--- config.mk ---
export PLATFORM = sky130hd
export DESIGN_NAME = id_stage_fwd_flat
export DESIGN_NICKNAME = d
export VERILOG_FILES = /design/src/rtl/id_stage_fwd_pkg.sv /design/src/rtl/id_stage_fwd_if.sv /design/src/rtl/id_stage_fwd_fwd_unit.sv /design/src/rtl/id_stage_fwd.sv /design/src/flat_wrapper.sv
export SDC_FILE = /design/constraint.sdc
export NUM_CORES = 2
export LEC_CHECK = 0
export CORE_UTILIZATION = 41
export CTS_CLUSTER_SIZE = 40
export DETAILED_ROUTE_END_ITERATION = 7
export GPL_ROUTABILITY_DRIVEN = 0
export HOLD_SLACK_MARGIN = 0.1
export SLEW_MARGIN = 20
export SYNTH_ARGS = -nofsm -noshare
export SYNTH_HDL_FRONTEND = slang
export SYNTH_HIERARCHICAL = 1
export SYNTH_SLANG_ARGS = --single-unit
--- constraint.sdc ---
create_clock -name clk -period 9.4 [get_ports clk]
set_input_delay 1.88 -clock clk [delete_from_list [all_inputs] [get_ports clk]]
set_output_delay 1.88 -clock clk [all_outputs]
set_load 0.005 [all_outputs]
--- src/rtl/id_stage_fwd_pkg.sv ---
// Purpose: shared decode types, opcode constants and control decode for the ID stage.
// Latency: n/a (types and pure functions only).
// Backpressure: n/a.
// Contents: fwd_sel_t, operand mux selects, rv32i_control_word, uses_rs1/uses_rs2, control_rom.
package id_pkg;

  typedef enum logic [1:0] {FWD_RF, FWD_EX, FWD_MEM, FWD_WB} fwd_sel_t;

  typedef enum logic {ALU1_RS1, ALU1_PC} alumux1_sel_t;
  typedef enum logic [2:0] {ALU2_I, ALU2_U, ALU2_B, ALU2_S, ALU2_J, ALU2_RS2} alumux2_sel_t;
  typedef enum logic {CMP_RS2, CMP_I} cmpmux_sel_t;

  localparam logic [6:0] OP_LUI   = 7'b0110111;
  localparam logic [6:0] OP_AUIPC = 7'b0010111;
  localparam logic [6:0] OP_JAL   = 7'b1101111;
  localparam logic [6:0] OP_JALR  = 7'b1100111;
  localparam logic [6:0] OP_BR    = 7'b1100011;
  localparam logic [6:0] OP_LOAD  = 7'b0000011;
  localparam logic [6:0] OP_STORE = 7'b0100011;
  localparam logic [6:0] OP_IMM   = 7'b0010011;
  localparam logic [6:0] OP_REG   = 7'b0110011;

  typedef struct packed {
    logic [6:0]   opcode;
    logic [2:0]   funct3;
    logic [6:0]   funct7;
    alumux1_sel_t alumux1_sel;
    alumux2_sel_t alumux2_sel;
    cmpmux_sel_t  cmpmux_sel;
    logic         load_regfile;
    logic         mem_read;
    logic         mem_write;
    logic [4:0]   rd;
  } rv32i_control_word;

  function automatic logic uses_rs1(input logic [6:0] op);
    return !((op == OP_LUI) || (op == OP_AUIPC) || (op == OP_JAL));
  endfunction

  function automatic logic uses_rs2(input logic [6:0] op);
    return (op == OP_REG) || (op == OP_STORE) || (op == OP_BR);
  endfunction

  function automatic rv32i_control_word control_rom(input logic [31:0] instr);
    rv32i_control_word cw;
    cw             = '0;
    cw.opcode      = instr[6:0];
    cw.funct3      = instr[14:12];
    cw.funct7      = instr[31:25];
    cw.rd          = instr[11:7];
    cw.alumux1_sel = ALU1_RS1;
    cw.alumux2_sel = ALU2_I;
    cw.cmpmux_sel  = CMP_RS2;
    case (instr[6:0])
      OP_LUI: begin
        cw.alumux2_sel  = ALU2_U;
        cw.load_regfile = 1'b1;
      end
      OP_AUIPC: begin
        cw.alumux1_sel  = ALU1_PC;
        cw.alumux2_sel  = ALU2_U;
        cw.load_regfile = 1'b1;
      end
      OP_JAL: begin
        cw.alumux1_sel  = ALU1_PC;
        cw.alumux2_sel  = ALU2_J;
        cw.load_regfile = 1'b1;
      end
      OP_JALR: cw.load_regfile = 1'b1;
      OP_BR: begin
        cw.alumux1_sel = ALU1_PC;
        cw.alumux2_sel = ALU2_B;
      end
      OP_LOAD: begin
        cw.load_regfile = 1'b1;
        cw.mem_read     = 1'b1;
      end
      OP_STORE: begin
        cw.alumux2_sel = ALU2_S;
        cw.mem_write   = 1'b1;
      end
      OP_IMM: begin
        cw.cmpmux_sel   = CMP_I;
        cw.load_regfile = 1'b1;
      end
      OP_REG: begin
        cw.alumux2_sel  = ALU2_RS2;
        cw.load_regfile = 1'b1;
      end
      default: ;
    endcase
    return cw;
  endfunction

endpackage

--- src/rtl/id_stage_fwd_if.sv ---
// Purpose: fetch->ID handshake and ID/EX register bundle.
// Latency: n/a (wiring only).
// Backpressure: id_ready towards fetch, ex_ready from execute.
// master = fetch/execute side, slave = the ID stage.
interface id_stage_fwd_if #(parameter int XLEN = 32);
  import id_pkg::*;

  logic              if_valid;
  logic [XLEN-1:0]   if_pc;
  logic [31:0]       if_instr;
  logic              id_ready;
  logic              ex_ready;
  logic              idex_valid;
  rv32i_control_word idex_ctrl;
  logic [31:0]       idex_instr;
  logic [XLEN-1:0]   idex_pc;
  logic [XLEN-1:0]   idex_alu_in1;
  logic [XLEN-1:0]   idex_alu_in2;
  logic [XLEN-1:0]   idex_cmp_in;
  logic [XLEN-1:0]   idex_rs1;
  logic [XLEN-1:0]   idex_rs2;

  modport master (
    output if_valid, if_pc, if_instr, ex_ready,
    input  id_ready, idex_valid, idex_ctrl, idex_instr, idex_pc,
           idex_alu_in1, idex_alu_in2, idex_cmp_in, idex_rs1, idex_rs2
  );

  modport slave (
    input  if_valid, if_pc, if_instr, ex_ready,
    output id_ready, idex_valid, idex_ctrl, idex_instr, idex_pc,
           idex_alu_in1, idex_alu_in2, idex_cmp_in, idex_rs1, idex_rs2
  );
endinterface

--- src/rtl/id_stage_fwd_fwd_unit.sv ---
// Purpose: per-source forward select and load-use hazard detection.
// Latency: combinational.
// Backpressure: none; hazard is consumed by the ID stage to stall fetch.
// Ports: rs1/rs2 (already zeroed when the opcode does not use them), stage rd/enables, ex_mem_read -> rs1_sel, rs2_sel, hazard.
module fwd_unit
  import id_pkg::*;
#(
  parameter int RW = 5
) (
  input  logic          if_valid,
  input  logic [RW-1:0] rs1,
  input  logic [RW-1:0] rs2,
  input  logic [RW-1:0] ex_rd,
  input  logic [RW-1:0] mem_rd,
  input  logic [RW-1:0] wb_rd,
  input  logic          ex_load_regfile,
  input  logic          mem_load_regfile,
  input  logic          wb_load_regfile,
  input  logic          ex_mem_read,
  output fwd_sel_t      rs1_sel,
  output fwd_sel_t      rs2_sel,
  output logic          hazard
);

  // Youngest producer wins. A load in EX has no data yet, so it is skipped
  // here and covered by the hazard bubble instead.
  function automatic fwd_sel_t pick(input logic [RW-1:0] rs);
    if (rs == '0) return FWD_RF;
    if (ex_load_regfile && !ex_mem_read && (ex_rd == rs)) return FWD_EX;
    if (mem_load_regfile && (mem_rd == rs)) return FWD_MEM;
    if (wb_load_regfile && (wb_rd == rs)) return FWD_WB;
    return FWD_RF;
  endfunction

  assign rs1_sel = pick(rs1);
  assign rs2_sel = pick(rs2);

  // Unused sources arrive as 0, so matching a nonzero ex_rd implies use.
  assign hazard = if_valid && ex_load_regfile && ex_mem_read && (ex_rd != '0) &&
                  ((ex_rd == rs1) || (ex_rd == rs2));

endmodule

--- src/rtl/id_stage_fwd.sv ---
// Purpose: decode, regfile read with EX/MEM/WB forwarding, load-use bubbles, ID/EX register.
// Latency: one cycle from acceptance to idex_valid.
// Backpressure: ex_ready=0 holds ID/EX; load-use hazard drops id_ready; flush always accepts and kills.
// Ports: clk/rst, bus (slave: fetch handshake + idex_* outputs), flush, stage rd/enable/result, bubble_count.
module id_stage_fwd
  import id_pkg::*;
#(
  parameter int XLEN     = 32,
  parameter int NUM_REGS = 32,
  parameter int CNT_W    = 16,
  localparam int RW      = $clog2(NUM_REGS)
) (
  input  logic             clk,
  input  logic             rst,
  id_stage_fwd_if.slave    bus,
  input  logic             flush,
  input  logic [RW-1:0]    ex_rd,
  input  logic [RW-1:0]    mem_rd,
  input  logic [RW-1:0]    wb_rd,
  input  logic             ex_load_regfile,
  input  logic             mem_load_regfile,
  input  logic             wb_load_regfile,
  input  logic             ex_mem_read,
  input  logic [XLEN-1:0]  ex_result,
  input  logic [XLEN-1:0]  mem_result,
  input  logic [XLEN-1:0]  wb_data,
  output logic [CNT_W-1:0] bubble_count
);

  logic [31:0]       instr;
  rv32i_control_word ctrl;
  logic [RW-1:0]     rs1_idx, rs2_idx;

  assign instr = bus.if_instr;
  assign ctrl  = control_rom(instr);

  // Unused sources are forced to x0 so they never forward or stall.
  assign rs1_idx = uses_rs1(instr[6:0]) ? instr[15 +: RW] : '0;
  assign rs2_idx = uses_rs2(instr[6:0]) ? instr[20 +: RW] : '0;

  // ---------------- register file (write-first) ----------------
  logic [XLEN-1:0] rf_q [NUM_REGS];
  logic [XLEN-1:0] rf_d [NUM_REGS];
  logic [XLEN-1:0] rf_rs1, rf_rs2;

  always_comb begin
    rf_d = rf_q;
    if (wb_load_regfile && (wb_rd != '0)) rf_d[wb_rd] = wb_data;
  end

  always_ff @(posedge clk) begin
    if (rst) begin
      for (int i = 0; i < NUM_REGS; i++) rf_q[i] <= '0;
    end else begin
      rf_q <= rf_d;
    end
  end

  always_comb begin
    rf_rs1 = '0;
    rf_rs2 = '0;
    if (rs1_idx != '0)
      rf_rs1 = (wb_load_regfile && (wb_rd == rs1_idx)) ? wb_data : rf_q[rs1_idx];
    if (rs2_idx != '0)
      rf_rs2 = (wb_load_regfile && (wb_rd == rs2_idx)) ? wb_data : rf_q[rs2_idx];
  end

  // ---------------- forwarding ----------------
  fwd_sel_t rs1_sel, rs2_sel;
  logic     hazard;

  fwd_unit #(.RW(RW)) u_fwd (
    .if_valid         (bus.if_valid),
    .rs1              (rs1_idx),
    .rs2              (rs2_idx),
    .ex_rd            (ex_rd),
    .mem_rd           (mem_rd),
    .wb_rd            (wb_rd),
    .ex_load_regfile  (ex_load_regfile),
    .mem_load_regfile (mem_load_regfile),
    .wb_load_regfile  (wb_load_regfile),
    .ex_mem_read      (ex_mem_read),
    .rs1_sel          (rs1_sel),
    .rs2_sel          (rs2_sel),
    .hazard           (hazard)
  );

  logic [XLEN-1:0] rs1_val, rs2_val;

  always_comb begin
    case (rs1_sel)
      FWD_EX:  rs1_val = ex_result;
      FWD_MEM: rs1_val = mem_result;
      FWD_WB:  rs1_val = wb_data;
      default: rs1_val = rf_rs1;
    endcase
    case (rs2_sel)
      FWD_EX:  rs2_val = ex_result;
      FWD_MEM: rs2_val = mem_result;
      FWD_WB:  rs2_val = wb_data;
      default: rs2_val = rf_rs2;
    endcase
  end

  // ---------------- immediates and operand muxes ----------------
  logic [XLEN-1:0] i_imm, s_imm, b_imm, u_imm, j_imm;
  logic [XLEN-1:0] alu_in1, alu_in2, cmp_in;

  assign i_imm = {{(XLEN-11){instr[31]}}, instr[30:20]};
  assign s_imm = {{(XLEN-11){instr[31]}}, instr[30:25], instr[11:7]};
  assign b_imm = {{(XLEN-12){instr[31]}}, instr[7], instr[30:25], instr[11:8], 1'b0};
  assign u_imm = {{(XLEN-31){instr[31]}}, instr[30:12], 12'h000};
  assign j_imm = {{(XLEN-20){instr[31]}}, instr[19:12], instr[20], instr[30:21], 1'b0};

  always_comb begin
    alu_in1 = (ctrl.alumux1_sel == ALU1_PC) ? bus.if_pc : rs1_val;
    case (ctrl.alumux2_sel)
      ALU2_I:  alu_in2 = i_imm;
      ALU2_U:  alu_in2 = u_imm;
      ALU2_B:  alu_in2 = b_imm;
      ALU2_S:  alu_in2 = s_imm;
      ALU2_J:  alu_in2 = j_imm;
      default: alu_in2 = rs2_val;
    endcase
    cmp_in = (ctrl.cmpmux_sel == CMP_I) ? i_imm : rs2_val;
  end

  // ---------------- ID/EX register ----------------
  logic              idex_valid_q,   idex_valid_d;
  rv32i_control_word idex_ctrl_q,    idex_ctrl_d;
  logic [31:0]       idex_instr_q,   idex_instr_d;
  logic [XLEN-1:0]   idex_pc_q,      idex_pc_d;
  logic [XLEN-1:0]   idex_alu_in1_q, idex_alu_in1_d;
  logic [XLEN-1:0]   idex_alu_in2_q, idex_alu_in2_d;
  logic [XLEN-1:0]   idex_cmp_in_q,  idex_cmp_in_d;
  logic [XLEN-1:0]   idex_rs1_q,     idex_rs1_d;
  logic [XLEN-1:0]   idex_rs2_q,     idex_rs2_d;
  logic [CNT_W-1:0]  bubble_count_q, bubble_count_d;

  always_comb begin
    idex_valid_d   = idex_valid_q;
    idex_ctrl_d    = idex_ctrl_q;
    idex_instr_d   = idex_instr_q;
    idex_pc_d      = idex_pc_q;
    idex_alu_in1_d = idex_alu_in1_q;
    idex_alu_in2_d = idex_alu_in2_q;
    idex_cmp_in_d  = idex_cmp_in_q;
    idex_rs1_d     = idex_rs1_q;
    idex_rs2_d     = idex_rs2_q;
    bubble_count_d = bubble_count_q;
    if (flush) begin
      idex_valid_d = 1'b0;
    end else if (!bus.ex_ready) begin
      // EX is full: everything holds.
    end else if (hazard) begin
      idex_valid_d = 1'b0;
      if (bubble_count_q != '1) bubble_count_d = bubble_count_q + CNT_W'(1);
    end else begin
      // Fields load even with no instruction so the register stays deterministic.
      idex_valid_d   = bus.if_valid;
      idex_ctrl_d    = ctrl;
      idex_instr_d   = instr;
      idex_pc_d      = bus.if_pc;
      idex_alu_in1_d = alu_in1;
      idex_alu_in2_d = alu_in2;
      idex_cmp_in_d  = cmp_in;
      idex_rs1_d     = rs1_val;
      idex_rs2_d     = rs2_val;
    end
  end

  always_ff @(posedge clk) begin
    if (rst) begin
      idex_valid_q   <= 1'b0;
      idex_ctrl_q    <= '0;
      idex_instr_q   <= '0;
      idex_pc_q      <= '0;
      idex_alu_in1_q <= '0;
      idex_alu_in2_q <= '0;
      idex_cmp_in_q  <= '0;
      idex_rs1_q     <= '0;
      idex_rs2_q     <= '0;
      bubble_count_q <= '0;
    end else begin
      idex_valid_q   <= idex_valid_d;
      idex_ctrl_q    <= idex_ctrl_d;
      idex_instr_q   <= idex_instr_d;
      idex_pc_q      <= idex_pc_d;
      idex_alu_in1_q <= idex_alu_in1_d;
      idex_alu_in2_q <= idex_alu_in2_d;
      idex_cmp_in_q  <= idex_cmp_in_d;
      idex_rs1_q     <= idex_rs1_d;
      idex_rs2_q     <= idex_rs2_d;
      bubble_count_q <= bubble_count_d;
    end
  end

  assign bus.id_ready     = flush || (bus.ex_ready && !hazard);
  assign bus.idex_valid   = idex_valid_q;
  assign bus.idex_ctrl    = idex_ctrl_q;
  assign bus.idex_instr   = idex_instr_q;
  assign bus.idex_pc      = idex_pc_q;
  assign bus.idex_alu_in1 = idex_alu_in1_q;
  assign bus.idex_alu_in2 = idex_alu_in2_q;
  assign bus.idex_cmp_in  = idex_cmp_in_q;
  assign bus.idex_rs1     = idex_rs1_q;
  assign bus.idex_rs2     = idex_rs2_q;
  assign bubble_count     = bubble_count_q;

endmodule

--- src/flat_wrapper.sv ---
// flat-port wrapper written by rule: the top's interface ports become plain ports
module id_stage_fwd_flat import id_pkg::*;
#(
  parameter int XLEN     = 32,
  parameter int NUM_REGS = 32,
  parameter int CNT_W    = 16,
  localparam int RW      = $clog2(NUM_REGS)
)
  (clk, rst, flush, ex_rd, mem_rd, wb_rd, ex_load_regfile, mem_load_regfile, wb_load_regfile, ex_mem_read, ex_result, mem_result, wb_data, bubble_count, bus_if_valid, bus_if_pc, bus_if_instr, bus_ex_ready, bus_id_ready, bus_idex_valid, bus_idex_ctrl, bus_idex_instr, bus_idex_pc, bus_idex_alu_in1, bus_idex_alu_in2, bus_idex_cmp_in, bus_idex_rs1, bus_idex_rs2);
  id_stage_fwd_if #(.XLEN(XLEN)) bus_i ();
  input  logic clk;
  input  logic rst;
  input  logic flush;
  input  logic [RW-1:0] ex_rd;
  input  logic [RW-1:0] mem_rd;
  input  logic [RW-1:0] wb_rd;
  input  logic ex_load_regfile;
  input  logic mem_load_regfile;
  input  logic wb_load_regfile;
  input  logic ex_mem_read;
  input  logic [XLEN-1:0] ex_result;
  input  logic [XLEN-1:0] mem_result;
  input  logic [XLEN-1:0] wb_data;
  output logic [CNT_W-1:0] bubble_count;
  input wire logic [$bits(bus_i.if_valid)-1:0] bus_if_valid;
  input wire logic [$bits(bus_i.if_pc)-1:0] bus_if_pc;
  input wire logic [$bits(bus_i.if_instr)-1:0] bus_if_instr;
  input wire logic [$bits(bus_i.ex_ready)-1:0] bus_ex_ready;
  output wire logic [$bits(bus_i.id_ready)-1:0] bus_id_ready;
  output wire logic [$bits(bus_i.idex_valid)-1:0] bus_idex_valid;
  output wire logic [$bits(bus_i.idex_ctrl)-1:0] bus_idex_ctrl;
  output wire logic [$bits(bus_i.idex_instr)-1:0] bus_idex_instr;
  output wire logic [$bits(bus_i.idex_pc)-1:0] bus_idex_pc;
  output wire logic [$bits(bus_i.idex_alu_in1)-1:0] bus_idex_alu_in1;
  output wire logic [$bits(bus_i.idex_alu_in2)-1:0] bus_idex_alu_in2;
  output wire logic [$bits(bus_i.idex_cmp_in)-1:0] bus_idex_cmp_in;
  output wire logic [$bits(bus_i.idex_rs1)-1:0] bus_idex_rs1;
  output wire logic [$bits(bus_i.idex_rs2)-1:0] bus_idex_rs2;
  assign bus_i.if_valid = bus_if_valid;
  assign bus_i.if_pc = bus_if_pc;
  assign bus_i.if_instr = bus_if_instr;
  assign bus_i.ex_ready = bus_ex_ready;
  assign bus_id_ready = bus_i.id_ready;
  assign bus_idex_valid = bus_i.idex_valid;
  assign bus_idex_ctrl = bus_i.idex_ctrl;
  assign bus_idex_instr = bus_i.idex_instr;
  assign bus_idex_pc = bus_i.idex_pc;
  assign bus_idex_alu_in1 = bus_i.idex_alu_in1;
  assign bus_idex_alu_in2 = bus_i.idex_alu_in2;
  assign bus_idex_cmp_in = bus_i.idex_cmp_in;
  assign bus_idex_rs1 = bus_i.idex_rs1;
  assign bus_idex_rs2 = bus_i.idex_rs2;
  id_stage_fwd #(.XLEN(XLEN), .NUM_REGS(NUM_REGS), .CNT_W(CNT_W)) u_core (.clk(clk), .rst(rst), .bus(bus_i), .flush(flush), .ex_rd(ex_rd), .mem_rd(mem_rd), .wb_rd(wb_rd), .ex_load_regfile(ex_load_regfile), .mem_load_regfile(mem_load_regfile), .wb_load_regfile(wb_load_regfile), .ex_mem_read(ex_mem_read), .ex_result(ex_result), .mem_result(mem_result), .wb_data(wb_data), .bubble_count(bubble_count));
endmodule
==> results.md <==
- The flow ran to the end, but the final reports show violations.
- The checks that failed: design-rule violations.
- The clock sink count is 1273.
- From synthesis to final layout, the design area changed by 16.7%.
- The overall track demand over capacity in global routing is 44.3%.
- The critical path startpoint category is a primary input.
- For this run, design rule violations remaining after detail routing come to 52.
- The total core area is 157000 um^2.
- The count of unique library cells instantiated by Yosys is 107.
- The final standard cell area without fillers is 76000 um^2.
- By area the synthesized netlist is led by dfxtp_1 39%, nand2_1 14%, a21oi_1 11%.
- The number of placed instances, taps included, is 10500.
- After synthesis, the share of flip-flops with an asynchronous set or reset is 0%.
- The final worst-path cycle share is 85.9%.
- The via count is 74200.
- The type of the worst min-delay path is reg2reg.
- The share of layout cells above drive strength 1 is 9.45%.
- The clock network fraction of total power is 45.5%.
- Summed over its instances, the top area cell type makes up 39.1% of the synthesized netlist area.
- For the pin with the worst max-slew slack, the measured transition is 1.38 ns.
- The via count of the first global-routing pass is 66600.
- By count the netlist is led by 2504 x nand2_1, 1427 x a21oi_1, 1273 x dfxtp_1.
- The sum of net half-perimeters after detailed placement is 231000 um.
- Across all setup checks in the final design, the least slack found is 1.32 ns.
- The DRC violation total after the first TritonRoute iteration is 13400.
- The share of total power in sequential cells is 42.7%.
- The mean cell area of the mapped netlist is 7.50 um^2.
- The prevailing post-synth register cell is dfxtp_1.
- Synthesis inferred 1273 register bits.
- Clock skew on the completed layout was measured at 0.0327 ns.
- The final cell count without fillers is 10800.
- The leakage dissipation is 25.5 nW.
- Synthesis produced a netlist with a net count of 8864.
- Before CTS, the worst setup slack after placement is 1.57 ns.
- The initial antenna violation count came to 66.
- In this run the number of H-tree levels came out at 4.
- The post-synthesis cell area is 65100 um^2.
- The TritonCTS clock tree is built.
- Wires add up to 374000 um.
- IR analysis of the VDD net gives a maximum drop of 0.000196 V.
- The cell taking the most area after synthesis is dfxtp_1.
- At the worst endpoint, the required time is 7.52 ns.
- The highest achievable clock rate is 124 MHz.
- In the routed layout, each cell is associated on average with a via count of 6.86.
- The hold violation count in the final report was 0.
- The largest buffer count on any clock path is 3.
- The floorplan step set the die height to 401 um.
- The floorplan has 145 rows.
- Setup repair after global routing left no endpoint under its margin.
- Global routing finished with a remaining overflow of 0.
- The first detailed-routing pass took 8 iterations.
- The library cell used as clock root buffer is clkbuf_16.
- Max-cap violations in this run came to 0.
- The internal power of the cells totals 0.00937 W.
- The clock network latency to the later pin of the worst-skew pair is 0.82 ns.
- The effective utilization at floorplan is 41.5%.
- The switching power total is 0.00361 W.
- The routed design could run at a clock period as short as 8.08 ns.
- The capturing element type of the critical path is a primary output.
- The number of buffers added for setup after CTS is 0.
- Yosys printed 6 warnings.
- The register clock-pin slew on the reported worst setup and hold paths is 0.06 ns.
- Power comes to 0.0130 W.
- The wire length of the first global-routing pass is 515000 um.
- The die footprint is 160000 um^2.
- The count of flip-flops with a built-in enable after synthesis is 0.
- The worst path arrival time is 6.20 ns.
- The width of the die is 401 um.
- Summing the sequential cell areas from Yosys gives 39.1% of the chip area.
- Per report_power, the combinational group accounts for 11.8% of the total.
- The most frequently used cell type in the post-synthesis netlist is nand2_1.
- 456 I/O pins were placed.
- The CTS buffer count is 144.
- The number of hold-repair buffers added at the cts stage is 0.
- The final count of pins violating max slew is 0.
- The per-cell routed wire length is 34.5 um.
- The standard cell area after detailed placement is 71000 um^2.
- In the final design database the tool counted 8797 nets.
- Along the worst path, the maximum fanout reaches 21.
- The final setup violation count is 0.
- The power per cell area is 171 nW/um^2.
- The setup TNS is 0 ns.
- Entering global routing, the biggest net connects 212 pins.
- The number of input and output port buffers inserted is 455.
- The detail route stage leaves a number of antenna-violating nets equal to 0.
- The number of gates resized after cts is 0.
- Net switching is 27.8% of the power.
- The path type of the worst setup path is in2out.
- The headroom to the max-slew limit is 7.02%.
- In the synthesized netlist, the number of instances is 8679.
[area by class of cell]
class,instances,area (um^2)
Antenna cell,37,92.6
Clock buffer,217,4350
Clock inverter,38,475
Fill cell,15100,80900
Inverter,78,295
Multi-Input combinational cell,6412,36100
Sequential cell,1273,25500
Tap cell,2058,2570
Timing Repair Buffer,703,6590
[sequential cells by signal (all words and copies together) (netlist names), 16 cells and up]
| name | count |
|---|---|
| u_core/bubble_count | 16 |
| u_core/bus.idex_alu_in1 | 32 |
| u_core/bus.idex_rs2 | 32 |
| u_core/rf_q | 1024 |
| u_core/bus.idex_rs1 | 32 |
| u_core/bus.idex_pc | 32 |
| u_core/bus.idex_cmp_in | 32 |
| u_core/bus.idex_ctrl | 27 |
| u_core/bus.idex_alu_in2 | 32 |
[placed cells by master (no fill, tap or decap), drive strengths merged, types with 19 or more instances in the layout]
master,synthesis,layout
nand2,2506,2506
a21oi,1427,1427
dfxtp,1273,1273
clkdlybuf4s50,0,443
o21ai,297,297
mux2i,283,283
nor2,261,261
buf,209,260
a221oi,253,253
clkbuf,707,217
mux2,177,177
a221o,95,95
nor3,95,95
o22ai,87,87
nand3,87,87
inv,77,84
a211oi,70,70
a31oi,65,65
nor2b,57,57
o221ai,41,41
a22oi,41,41
diode,0,37
nand4,35,35
xor2,33,33
o211a,32,32
and2,28,28
o221a,27,27
a222oi,26,26
o31ai,25,25
nor4,25,25
a2111oi,22,22
mux4,20,20
a2bb2oi,19,19
[path summary, 6_finish.rpt]
kind | start | to | slack (ns) | cells after the start
max | bus_if_instr[4] | bus_id_ready | 1.32 | 14
min | u_core/bus.idex_alu_in2[0]$_SDFFE_PP0P_ | u_core/bus.idex_alu_in2[0]$_SDFFE_PP0P_ | 0.44 | 2
min reg2reg | u_core/bus.idex_alu_in2[0]$_SDFFE_PP0P_ | u_core/bus.idex_alu_in2[0]$_SDFFE_PP0P_ | 0.44 | 2
max reg2reg | u_core/rf_q[7]$_SDFFE_PP0P_ | u_core/bus.idex_alu_in2[7]$_SDFFE_PP0P_ | 5.88 | 8
[logic make-up after synthesis]
| family | share of synthesized area, % |
|---|---|
| mux | 8.10 |
| buf+inv | 6.21 |
| simple gates | 19.8 |
| xor+xnor | 0.646 |
| flops | 39.1 |
| fa+ha+maj | 0.0192 |
| compound gates | 26.1 |
[per-layer routing]
layer  vias to the layer above  wire length [um]  global-route usage [%]  share of wire, %
met5                         -               604                    1.22              0.16
li1                      30400                 -                       -                 -
met2                      6763            148000                    61.7                40
met4                        54             41100                    41.0                11
met3                      2083             60400                    21.2                16
met1                     34900            124000                    49.4                33
[critical path: stages]
cell and delay, ns:
clkdlybuf4s50_1 0.46, buf_4 0.25, and3b_1 0.30, a22oi_2 0.14, buf_4 0.33, nand2_1 0.29, inv_1 0.26, xor2_1 0.11
nor3_1 0.28, a22oi_1 0.11, nor2_1 0.83, inv_1 0.22, a21o_1 0.27, clkdlybuf4s50_1 0.46
[metrics by stage]
stage	hold WS [ns]	utilization (%)
final	0.436	48.4
after global routing	0.458	48.4
after CTS	0.437	48.3
after detailed placement	0.429	45.2
after global placement	0.423	45.2
after floorplan	0.435	-
[power groups by stage]
stage	combinational (W)	sequential (W)	clock [W]
after floorplan	0.000691	0.00564	0
after global placement	0.00141	0.00566	0
after detailed placement	0.00141	0.00566	0
after CTS	0.00142	0.00554	0.00588
after global routing	0.00152	0.00555	0.00610
final	0.00154	0.00554	0.00590
(Power assumes the default switching activity.)
